## src/rtl/galois_lsfr_checker_popcount.sv

```systemverilog
// Combinational population count of a word (bit errors in one received word).
module lsfr_popcount #(
   parameter int BIT_WIDTH = 8,
   localparam int CW = $clog2(BIT_WIDTH + 1)
) (
   input  logic [BIT_WIDTH-1:0] data,
   output logic [CW-1:0]        count
);

   // Sum the set bits.
   always_comb begin
      count = '0;
      for (int i = 0; i < BIT_WIDTH; i++) begin
         count = count + CW'(data[i]);
      end
   end

endmodule

```

## config.mk

```make
export PLATFORM = sky130hd
export DESIGN_NAME = lsfr_popcount
export DESIGN_NICKNAME = d
export VERILOG_FILES = /design/src/rtl/galois_lsfr_checker_popcount.sv
export SDC_FILE = /design/constraint.sdc
export NUM_CORES = 1
export LEC_CHECK = 0
export CAP_MARGIN = 20
export CORE_AREA = 3 3 40 42
export DETAILED_ROUTE_END_ITERATION = 10
export DIE_AREA = 0 0 43 45
export GPL_TIMING_DRIVEN = 0
export SYNTH_ARGS = -nofsm -noshare
export SYNTH_HDL_FRONTEND = slang
export SYNTH_SLANG_ARGS = --single-unit
```

## constraint.sdc

```tcl
create_clock -name vclk -period 6.3
set_clock_uncertainty 0.1 [all_clocks]
set_input_delay 1.26 -clock vclk [all_inputs]
set_output_delay 1.26 -clock vclk [all_outputs]
set_load 0.01 [all_outputs]
```

==> results of run 1 <==
[kinds of logic after synthesis]
family	after synthesis	synth area share (%)
buf+inv	14	27.6
fa+ha+maj	7	61.8
compound gates	1	2.63
xor+xnor	1	4.61
simple gates	1	3.29
[placed cells by master (no fill, tap or decap)]
master           count
nor2b_1              1
inv_1               14
clkdlybuf4s50_1     12
xnor2_1              1
a21oi_1              1
ha_1                 3
fa_1                 4
[worst max-delay path, stage by stage]
cell and delay [ps]:
clkdlybuf4s50_1 450, inv_1 50, fa_1 550, fa_1 420, fa_1 440, inv_1 60, ha_1 160, inv_1 50
fa_1 370, xnor2_1 150, clkdlybuf4s50_1 560
[worst paths after layout]
check,startpoint,to,slack [ps],cells after the start
worst min-delay path,data[2],count[0],3520,3
worst max-delay path,data[0],count[2],430,11
[power by group through the flow]
| stage | clock network (mW) | logic (mW) | registers [mW] |
|---|---|---|---|
| floorplan | 0 | 0.0293 | 0 |
| global placement | 0 | 0.0558 | 0 |
| detailed placement | 0 | 0.0563 | 0 |
| CTS | 0 | 0.0565 | 0 |
| global route | 0 | 0.0634 | 0 |
| finish | 0 | 0.0547 | 0 |
[through the flow]
stage / worst slack (ps) / hold slack (ps)
detailed placement: 410 / 3530
global route: 232 / 3570
CTS: 393 / 3530
floorplan: 1400 / 2570
finish: 427 / 3520
global placement: 400 / 3520
[per-layer routing]
layer	up-vias	GRT usage, %	part of all wire (%)
met5	-	0	0
met1	68	6.05	50
met3	0	0	9.2
met4	0	0	0
met2	8	6.59	41
li1	86	-	-
[cell usage after synthesis]
master,n,area [um^2]
inv_1,14,52.6
fa_1,4,80.1
ha_1,3,37.5
a21oi_1,1,5.00
nor2b_1,1,6.26
xnor2_1,1,8.76
[cell type report]
| type | instances | area, um^2 |
|---|---|---|
| fillers | 146 | 956 |
| inverters | 14 | 52.6 |
| multi-input cells | 10 | 138 |
| well taps | 15 | 18.8 |
| repair buffers | 12 | 120 |
==> results.sh, run 1 <==
export IMPL_fin_tns_setup_ps=0
export IMPL_fmax_mhz=170
export IMPL_period_share_pct=93.2
export IMPL_yosys_warnings=0
export IMPL_remaining_drc_errors=0
export IMPL_fin_crit_ps=5870
export IMPL_startpoint_type="input pin"
export IMPL_powerDensity_nw_per_um2=166
export IMPL_worstSetupEndpointType="output pin"
export IMPL_routed_via_density=3.18
export IMPL_ir_drop_mv=0.0445
export IMPL_cp_max_fo=2
export IMPL_grt_pass1_vias=165
export IMPL_drt_first_pass_iters=1
export IMPL_overflow=0
export IMPL_clkPwrFrac_pct=0
export IMPL_core_rowCount=13
export IMPL_seq_area_frac_synth_pct=0
export IMPL_syn_to_final_growth_pct=73.0
export IMPL_hold_viol_final=0
export IMPL_post_cts_resized=0
export IMPL_dpl_instance_area_um2=329
export IMPL_postCtsHoldBufs=0
export IMPL_grt_max_degree=3
export IMPL_antenna_found_initial=0
export IMPL_final_cells=51
export IMPL_drtIter0Drc=0
export IMPL_required_ps=4940
export IMPL_critical_path_class="in2out"
export IMPL_slew_headroom_pct=91.7
export IMPL_seqCellArea_um2=0
export IMPL_pwr_share_comb_pct=100.0
export IMPL_io_pins=12
export IMPL_maxCapViolations=0
export IMPL_grt_usage_pct=3.92
export IMPL_crit_arrival_ps=4510
export IMPL_globalplace_congestion=0.621
export IMPL_status="complete, no violations"
export IMPL_synth_nets=39
export IMPL_die_area_um2=1940
export IMPL_hp_class="in2out"
export IMPL_p_seq_share_pct=0
export IMPL_p_switching_uw=22.4
export IMPL_nFlopsAndLatches=0
export IMPL_worst_pin_slew_ps=123
export IMPL_swShare_pct=40.9
export IMPL_power_uw=54.7
export IMPL_final_util_pct=25.6
export IMPL_slew_viol_final=0
export IMPL_core_area_um2=1280
export IMPL_clkbuf_count=0
export IMPL_dp_cells=51
export IMPL_io_buffers=12
export IMPL_netlist_instances=24
export IMPL_internal_power_uw=32.3
export IMPL_final_antenna_net_count=0
export IMPL_finalNetCount=53
export IMPL_dp_hpwl_um=300
export IMPL_synth_cell_types=6
export IMPL_cts_setup_buffers=0
export IMPL_wirelength_um=303
export IMPL_grt_pass1_wl_um=627
export IMPL_power_leakage_nw=0.175
export IMPL_drive_gt1_share_pct=0
export IMPL_antenna_cells=0
export IMPL_setup_viol=0
export IMPL_synth_area_um2=190
export IMPL_fin_area_um2=329
export IMPL_initial_utilization_pct=14.8
export IMPL_die_x_um=43
export IMPL_dr_total_vias=162
export IMPL_wire_per_inst_um=5.94
export IMPL_rsz0062_at_grt="false"
export IMPL_die_h_um=45
export IMPL_avgSynthCellArea_um2=7.92
Power figures use the tool's default switching activity.
==> run 2: changes to the inputs <==
Settings changed: DONT_BUFFER_PORTS set to 1, SLEW_MARGIN set to 20.
==> run 2 against run 1 <==
  * Sequential share of layout area unchanged
  * Count of clock-buffer cells in the layout unchanged
  * Critical endpoint unchanged
  * Critical path depth shrank 2
  * Wire length shrank 5.0%
  * Sequential cell count did not move
  * Worst hold slack got worse by 950 ps
  * Final cell count fell by 24%
  * Maximum frequency up 17%
  * Setup slack better by 870 ps
  * Largest power group unchanged
  * Die area unchanged
  * Non-clock buffer count shrank 12
  * Final area fell by 37%
==> results.sh, run 2 (same netlist as run 1, synthesis figures left out) <==
export IMPL_status="complete, no violations"
export IMPL_fin_hold_ws_ps=2580
export IMPL_clkbuf_count=0
export IMPL_wirelength_um=288
export IMPL_crit_end="count[2]"
export IMPL_critical_path_class="in2out"
export IMPL_maxCapViolations=0
export IMPL_power_uw=33.6
export IMPL_slew_headroom_pct=79.6
export IMPL_crit_family="adder cells"
export IMPL_crit_chain="inv_1 > fa_1 > fa_1 > fa_1 > inv_1 > ha_1 > inv_1 > fa_1 > xnor2_1"
export IMPL_rsz0062_at_grt="false"
export IMPL_slowest_delay_ps=550
export IMPL_antenna_cells=0
export IMPL_initial_utilization_pct=14.8
export IMPL_drive_gt1_share_pct=0
export IMPL_globalplace_congestion=0.586
export IMPL_grt_max_degree=3
export IMPL_seqCellArea_um2=0
export IMPL_nFillCells=148
export IMPL_final_util_pct=16.3
export IMPL_hold_viol_final=0
export IMPL_required_ps=4940
export IMPL_overflow=0
export IMPL_nFlopsAndLatches=0
export IMPL_worstSetupEndpointType="output pin"
export IMPL_grt_pass1_wl_um=614
export IMPL_post_cts_resized=0
export IMPL_hold_depth=1
export IMPL_setup_viol=0
export IMPL_die_area_um2=1940
export IMPL_drtIter0Drc=0
export IMPL_fin_tns_setup_ps=0
export IMPL_final_antenna_net_count=0
export IMPL_critical_path_buf_inv_count=3
export IMPL_finalNetCount=41
export IMPL_wire_per_inst_um=7.38
export IMPL_routed_via_density=3.23
export IMPL_dr_total_vias=126
export IMPL_remaining_drc_errors=0
export IMPL_powerDensity_nw_per_um2=161
export IMPL_cp_num_cells=9
export IMPL_crit_arrival_ps=3640
export IMPL_postCtsHoldBufs=0
export IMPL_final_cell_mix="14 x inv_1, 4 x fa_1, 3 x ha_1"
export IMPL_die_x_um=43
export IMPL_fin_area_um2=209
export IMPL_cpMostUsedCell="fa_1"
export IMPL_crit_start="data[0]"
export IMPL_slowest_stage="fa_1"
export IMPL_cp_max_fo=2
export IMPL_fmax_mhz=200
export IMPL_fin_crit_ps=5000
export IMPL_startpoint_type="input pin"
export IMPL_worst_pin_slew_ps=303
export IMPL_core_area_um2=1280
export IMPL_slew_viol_final=0
export IMPL_io_pins=12
export IMPL_hp_class="in2out"
export IMPL_drt_first_pass_iters=1
export IMPL_power_leakage_nw=0.129
export IMPL_ir_drop_mv=0.0304
export IMPL_grt_pass1_vias=158
export IMPL_cts_setup_buffers=0
export IMPL_dpl_instance_area_um2=209
export IMPL_antenna_found_initial=0
export IMPL_io_buffers=0
export IMPL_core_rowCount=13
export IMPL_grt_usage_pct=4.01
export IMPL_final_common_cell="inv_1"
export IMPL_period_share_pct=79.4
export IMPL_syn_to_final_growth_pct=9.87
export IMPL_die_h_um=45
[run 2: area by class of cell]
type | count | area [um^2] | area share [%]
multi-input combinational | 10 | 138 | 65.9
inverter | 14 | 52.6 | 25.1
tap | 15 | 18.8 | 8.98
[run 2: stage by stage]
step	instances	setup WS (ps)
floorplan	24	1400
global placement	39	1280
detailed placement	39	1270
CTS	39	1250
global route	39	1110
finish	39	1300
[run 2: metal layers]
layer	vias to the layer above	global-route usage (%)	routed length, um
met4	0	0	0
li1	62	-	-
met3	0	0.398	28
met5	-	0	0
met2	8	7.78	134
met1	56	5.10	126
[run 2: power by group]
| part | switching, mW | leakage (nW) | total [mW] | internal [mW] |
|---|---|---|---|---|
| Sequential | 0 | 0 | 0 | 0 |
| Combinational | 0.0204 | 0.129 | 0.0336 | 0.0132 |
| Clock | 0 | 0 | 0 | 0 |
| Total | 0.0204 | 0.129 | 0.0336 | 0.0132 |
[run 2: worst min-delay path by stage]
stage	startpoint	slack, ps	endpoint
2_1_floorplan	data[2]	2570	count[0]
3_5_place_dp	data[2]	2570	count[0]
3_3_place_gp	data[2]	2580	count[0]
4_1_cts	data[2]	2580	count[0]
5_1_grt	data[2]	2590	count[0]
6_report	data[2]	2580	count[0]
